===== config.mk =====
export PLATFORM = sky130hd
export DESIGN_NAME = clusterv_cfg_spi_target
export DESIGN_NICKNAME = d
export VERILOG_FILES = /design/src/rtl/clusterv_cfg_spi_target.sv
export SDC_FILE = /design/constraint.sdc
export NUM_CORES = 1
export LEC_CHECK = 0
export ABC_AREA = 1
export CAP_MARGIN = 20
export CELL_PAD_IN_SITES_DETAIL_PLACEMENT = 0
export CELL_PAD_IN_SITES_GLOBAL_PLACEMENT = 2
export CORE_MARGIN = 3
export CORE_UTILIZATION = 32
export CTS_CLUSTER_SIZE = 40
export DETAILED_ROUTE_END_ITERATION = 7
export PLACE_DENSITY_LB_ADDON = 0.25
export SLEW_MARGIN = 20
export SYNTH_ARGS = -nofsm -noshare
export SYNTH_HDL_FRONTEND = slang
export SYNTH_SLANG_ARGS = --single-unit

===== constraint.sdc =====
create_clock -name clock -period 16.16 [get_ports clock]
set_clock_uncertainty 0.1 [all_clocks]
set_input_delay 3.232 -clock clock [delete_from_list [all_inputs] [get_ports clock]]
set_output_delay 3.232 -clock clock [all_outputs]
set_load 0.02 [all_outputs]

===== src/rtl/clusterv_cfg_spi_target.sv =====
// clusterv_cfg_spi_target: oversampled config-SPI target (mode 0, 40-bit frames) driving a bank of 32-bit config registers.
module clusterv_cfg_spi_target #(
    parameter int N_REGS       = 8,
    parameter int IDLE_TIMEOUT = 64
) (
    input  logic                 clock,
    input  logic                 reset,
    input  logic                 cfg_sclk,
    input  logic                 cfg_sdo,
    output logic                 cfg_sdi,
    output logic [N_REGS*32-1:0] cfg_regs,
    output logic                 cfg_wr_stb,
    output logic [3:0]           cfg_wr_idx,
    output logic                 frame_err,
    output logic                 busy
);
    localparam int IW = $clog2(IDLE_TIMEOUT + 1);

    logic [1:0]    sclk_sync, sdo_sync;
    logic          sclk_prev, rise, fall, hit, timeout;
    logic [5:0]    bit_cnt;
    logic [7:0]    cmd;
    logic [31:0]   rx_sr, tx_sr, rd_word, wr_word;
    logic [IW-1:0] idle_cnt;

    assign rise    = sclk_sync[1] & ~sclk_prev;
    assign fall    = ~sclk_sync[1] & sclk_prev;
    assign busy    = bit_cnt != '0;
    assign wr_word = {rx_sr[30:0], sdo_sync[1]};
    assign timeout = busy && !rise && !fall && idle_cnt == IW'(IDLE_TIMEOUT - 1);

    // out-of-range indices leave hit low, so reads return 0 and writes are dropped
    always_comb begin
        rd_word = '0;
        hit     = 1'b0;
        for (int i = 0; i < N_REGS; i++)
            if (cmd[3:0] == 4'(i)) begin
                rd_word = cfg_regs[32*i +: 32];
                hit     = 1'b1;
            end
    end

    always_ff @(posedge clock or posedge reset) begin
        if (reset) begin
            sclk_sync  <= '0;
            sdo_sync   <= '0;
            sclk_prev  <= 1'b0;
            bit_cnt    <= '0;
            cmd        <= '0;
            rx_sr      <= '0;
            tx_sr      <= '0;
            idle_cnt   <= '0;
            cfg_sdi    <= 1'b0;
            cfg_regs   <= '0;
            cfg_wr_stb <= 1'b0;
            cfg_wr_idx <= '0;
            frame_err  <= 1'b0;
        end else begin
            sclk_sync  <= {sclk_sync[0], cfg_sclk};
            sdo_sync   <= {sdo_sync[0], cfg_sdo};
            sclk_prev  <= sclk_sync[1];
            cfg_wr_stb <= 1'b0;
            frame_err  <= 1'b0;
            if (rise) begin
                idle_cnt <= '0;
                if (bit_cnt < 6'd8)
                    cmd <= {cmd[6:0], sdo_sync[1]};
                else
                    rx_sr <= wr_word;
                if (bit_cnt == 6'd39) begin
                    bit_cnt <= '0;
                    cfg_sdi <= 1'b0;
                    if (cmd[7] && hit) begin
                        cfg_wr_stb <= 1'b1;
                        cfg_wr_idx <= cmd[3:0];
                        for (int i = 0; i < N_REGS; i++)
                            if (cmd[3:0] == 4'(i))
                                cfg_regs[32*i +: 32] <= wr_word;
                    end
                end else begin
                    bit_cnt <= bit_cnt + 6'd1;
                end
            end else if (fall) begin
                idle_cnt <= '0;
                // read data goes out on falls so the initiator samples it on the following rise
                if (!cmd[7] && bit_cnt == 6'd8) begin
                    cfg_sdi <= rd_word[31];
                    tx_sr   <= {rd_word[30:0], 1'b0};
                end else if (!cmd[7] && bit_cnt > 6'd8) begin
                    cfg_sdi <= tx_sr[31];
                    tx_sr   <= {tx_sr[30:0], 1'b0};
                end
            end else if (timeout) begin
                idle_cnt  <= '0;
                bit_cnt   <= '0;
                cfg_sdi   <= 1'b0;
                frame_err <= 1'b1;
            end else begin
                idle_cnt <= busy ? idle_cnt + IW'(1) : '0;
            end
        end
    end
endmodule


# ---- After elaboration in Yosys (flattened, before gate mapping)
# Cells that the tools add are included.
dict set report op_classes {
  add_sub_neg 2
  n_mul 0
  n_div 0
  shift 0
  n_eq_ne 13
  bitwise_logic 6
  reduce_logical 28
  magnitude_cmp 2
  muxes 38
}
# operator n
set op_table {}
lappend op_table {{two-way mux 32 bit} 10}
lappend op_table {{AND reduction 4 bit} 8}
lappend op_table {{two-way mux 7 bit} 4}
lappend op_table {{two-way mux 6 bit} 4}
lappend op_table {{two-way mux 1 bit} 20}
lappend op_table {{equality test 4 x 3 -> 1 bit (second input constant)} 4}
lappend op_table {{AND reduction 3 bit} 3}
lappend op_table {{equality test 4 x 2 -> 1 bit (second input constant)} 2}
lappend op_table {{adder 7 x 1 -> 7 bit (second input constant)} 1}
lappend op_table {{equality test 7 x 6 -> 1 bit (second input constant)} 1}
lappend op_table {{adder 6 x 1 -> 6 bit (second input constant)} 1}
lappend op_table {{equality test 6 x 4 -> 1 bit (second input constant)} 1}
lappend op_table {{equality test 6 bit (second input constant)} 1}
lappend op_table {{> comparator 6 x 4 -> 1 bit (second input constant)} 1}
lappend op_table {{logical AND 1 bit} 6}
lappend op_table {{less-than comparator 6 x 4 -> 1 bit (second input constant)} 1}
lappend op_table {{AND reduction 2 bit} 3}
lappend op_table {{nonzero test 6 bit} 1}
lappend op_table {{equality test 4 x 1 -> 1 bit (second input constant)} 1}
lappend op_table {{zero test 4 bit} 1}
lappend op_table {{!= test 4 x 2 -> 1 bit (second input constant)} 1}
lappend op_table {{inverter 1 bit} 4}
lappend op_table {{nonzero test 2 bit} 2}
lappend op_table {{zero test 1 bit} 3}
lappend op_table {{4 further kinds} 5}
dict set report word_totals {
  mem_bits_ro 0
  out_inout_bits 264
  latch_bits 0
  ff_bits 352
  mem_count 0
  wordCells 109
  ramBits 0
}

# ---- Longest topological paths before layout
dict set report depth {
  ltp_word 13
  ltp_mapped 12
  mapped_depth_nobuf 11
}

# ---- Worst setup path after synthesis
# OpenSTA, ideal clock, no wires.
dict set report synth_path {
  kind {reg2out}
  start {register bit_cnt[0]}
  end {output port busy}
  required_time_ps 12828
  arrival_time_ps 881
  path_slack_ps 11947
  path_stages_with_launch 4
  cell_sequence {dfrtp_1 -> inv_1 -> ha_1 -> nand4_1}
}
dict set report synth_via {
  elab_chain_len 1
}
# item line_no
set synth_lines {}
lappend synth_lines {{start, declared} 21} ;# logic [5:0] bit_cnt;
lappend synth_lines {{start signal, assigned} 81} ;# bit_cnt <= bit_cnt + 6'd1;
lappend synth_lines {{nonzero test 6 bit} 28} ;# assign busy = bit_cnt != '0;
lappend synth_lines {{end, declared} 15} ;# output logic busy
# Every way passes these cells.

# ---- Worst setup path in the final report
dict set report layout_path {
  start {register bit_cnt[3]}
  end {output port busy}
}
# Same word-level chain as after synthesis.

==> results.md <==
- Status: finished, final reports clean
- CTS-repair resized insts: 0
- Max stage delay on crit path: 0.64 ns
- # Max-Cap Violations: 0
- Final Cycle Share: 0.332
- Worst min-delay path startpoint: sdo_sync[0]
- Fraction of synthesized area in multiplexers: 0.00147
- Setup WS post-layout: 10.79 ns
- Critical Path Sink Type: output port
- Setup-failing EPs final: 0
- Die Height: 225 microns
- Worst hold path class: reg2reg
- Largest net degree at the start of global routing: 155
- Worst path cell trace: clkinv_1, nand4_1, clkdlybuf4s50_1
- Worst EP required: 12.83 ns
- Fin. max-slew vios: 0
- Share of cells above drive strength 1: 0.0475
- Synth Instances: 1806
- Post-DRT Antenna Nets: 0
- Hold Buf Count CTS: 0
- Avg Cell Area, Syn: 8.51 sq um
- CTS Buffer Depth: 3
- Yosys top cell area share: 0.572
- Clock power frac: 0.457
- Logic pwr share: 0.072
- Drt drc: 0
- Sw Pwr: 481 uW
- Sequential Power Share: 0.471
- Die width: 225 microns
- Mapped Area: 0.0154 sq mm
- Yosys top cell by area: dfrtp_1
- Number of synthesized register bits: 351
- Via count: 13200
- Post-synth net total: 1815
- H-tree depth reported by CTS: 2
- Initial antenna violation count: 0
- Crit Path Max Fanout: 9
- Nature of the critical path startpoint: flop
- Slowest CP cell: clkdlybuf4s50_1
- Register area share after synthesis: 0.572
- RSZ-0062 raised after global routing: no
- Largest cells by area after synthesis: dfrtp_1 57%, nand2_1 11%, o21ai_0 7.3%
- DP Worst Slack: 10.53 ns
- Num CTS Buffers: 40
- Clk_lat worst skew: 0.55 ns
- DR vias/cell: 4.99
- WHS Path Cells: 0
- WL per Instance: 20.7 microns
- Worst-margin pin slew: 1.10 ns
- Highest clock rate: 186 MHz
- Pwr dens: 97.1 mW/mm^2
- Switch share: 0.252
- Fin util: 0.419
- Total GRT Usage: 0.214
- Endpoints failing hold: 0
- Total grt overflow: 0
- Io pins: 268
- Final TNS setup: 0 ns
- GPL Wtd Cong: 0.893
- FILL cells: 4604
- VDD IR max: 0.0537 mV
- Pre-antenna DRT Iters: 5
- Port bufs: 267
- Worst R2R Setup Slack: 12.62 ns
- Row Count: 79
- Layout area overhead: 28.1%
- Worst R2R End: cfg_regs[134]
- CTS tree: yes
- Critical path type: reg2out
- P_int: 1430 uW
- Worst Hold End: sdo_sync[1]
- Compound-cell area share of the yosys netlist: 0.132
- Worst Path Arrival: 2.04 ns
- Postcts setup bufs: 0
- Adder-cell share of the synthesized area: 0.00407
- Core area: 0.0470 sq mm
- Max-slew headroom: 0.262
- Layout Nets: 2025
- Final hold slack: 0.252 ns
- Post-layout minimum cycle time: 5.37 ns
- Hpwl dp: 37700 microns
- R2R Path Start: cmd[3]
- Worst-case reg-to-reg path depth: 8
- First-pass GRT wire length: 82300 microns
- Final WL: 54800 microns
- Initial Utilization: 0.327
- Yosys cell types: 37
- Simple-gate share of the synthesized area: 0.222
- Clock root buffer: clkbuf_16
- Die area: 0.0507 sq mm
- YS warnings: 0
- LEAKAGE: 0.00839 uW
- Clk sinks: 351
- CTS clock-pin slew for the worst setup and hold paths: 0.05 ns
- Largest family of logic cells by synthesized area: simple AND/OR/NAND/NOR gates
- DR iter-0 viols: 1203
- Post-synthesis xor/xnor area fraction: 0.00114
- Vias in the first global route: 12400
[metrics by stage]
stage	power [uW]	cell area [sq um]	instances
finish	1910	19700	2648
global route	1990	19700	2647
CTS	1940	19700	2647
detailed placement	1060	18500	2581
global placement	1050	18500	2581
floorplan	1010	15400	1806
[flip-flops by register name, indices dropped and copies added (netlist names), 2 cells and up]
signal,flops
sdo_sync,2
sclk_sync,2
tx_sr,31
cfg_wr_idx,4
idle_cnt,7
cmd,8
cfg_regs,256
bit_cnt,6
rx_sr,31
[cells in the mapped netlist (all sizes together)]
master and number:
nand2 459, dfrtp 351, o21ai 303, inv 143
nand3 139, nor2 115, clkbuf 71, a21oi 65
buf 42, nand4 41, nor3 33, a31oi 27
ha 5, clkinv 2, mux2 2, and3b 1
nor3b 1, nor4 1, o211ai 1, o21a 1
or2 1, xnor2 1, xor2 1
[power by group through the flow]
| stage | registers (uW) | logic (uW) | clock network, uW |
|---|---|---|---|
| 3_5_place_dp | 916 | 140 | 0 |
| 5_1_grt | 901 | 154 | 932 |
| 4_1_cts | 900 | 140 | 897 |
| 6_report | 900 | 137 | 874 |
| 3_3_place_gp | 916 | 138 | 0 |
| 2_1_floorplan | 913 | 96.3 | 0 |
[how the worst max path moves through the flow]
stage	start	end	slack, ns	cells after the start
5_1_grt	bit_cnt[0]	busy	10.69	4
2_1_floorplan	reset	bit_cnt[0]	3.09	1
3_3_place_gp	reset	cfg_regs[182]	10.59	3
3_5_place_dp	reset	cfg_regs[179]	10.53	3
4_1_cts	bit_cnt[3]	busy	10.74	3
6_report	bit_cnt[3]	busy	10.79	3
[worst max-delay path, delay by kind of cell, from the launching register on]
kind          cells  cell delay, ns
simple gates      1            0.27
flops             1            0.35
buf+inv           2            0.87
[metal layers]
metal,vias to the layer above,share of wire,global-route usage
li1,6360,-,-
met1,6439,0.50,0.334
met2,356,0.43,0.315
met3,61,0.052,0.0307
met4,0,0.018,0.0486
met5,-,0,0
[final cells by class]
cell class | count | area (sq um) | share of cell area
Tap cell | 607 | 759 | 0.0386
Multi-Input combinational cell | 1197 | 5570 | 0.283
Sequential cell | 351 | 8780 | 0.446
Antenna cell | 1 | 2.50 | 0.000127
Timing Repair Buffer | 281 | 2790 | 0.142
Clock inverter | 4 | 45.0 | 0.00229
Inverter | 145 | 552 | 0.0280
Clock buffer | 62 | 1180 | 0.0602
[logic make-up (layout without fill, tap and decap cells)]
| group | Yosys count | count (layout) |
|---|---|---|
| flip-flops | 351 | 351 |
| adder cells (fa/ha/maj) | 5 | 5 |
| AO/OA/AOI/OAI | 397 | 397 |
| multiplexers | 2 | 2 |
| AND/OR/NAND/NOR | 791 | 791 |
| XOR/XNOR | 2 | 2 |
| other | 0 | 1 |
| buffers and inverters | 258 | 492 |
[cell usage in the layout (no fill, tap or decap), types with 2 or more instances in the layout]
cell / count
a21oi_1: 64
a31oi_1: 27
buf_4: 13
clkbuf_1: 13
clkbuf_16: 41
clkbuf_8: 8
clkdlybuf4s50_1: 267
clkinv_1: 2
clkinv_2: 3
dfrtp_1: 351
ha_1: 5
inv_1: 138
inv_2: 4
mux2_2: 2
nand2_1: 450
nand2_2: 4
nand2_4: 5
nand3_1: 136
nand3_4: 2
nand4_1: 40
nor2_1: 109
nor2_2: 4
nor2_4: 2
nor3_1: 32
o21ai_0: 224
o21ai_1: 79
No activity file was read; power rests on OpenSTA's default activity.
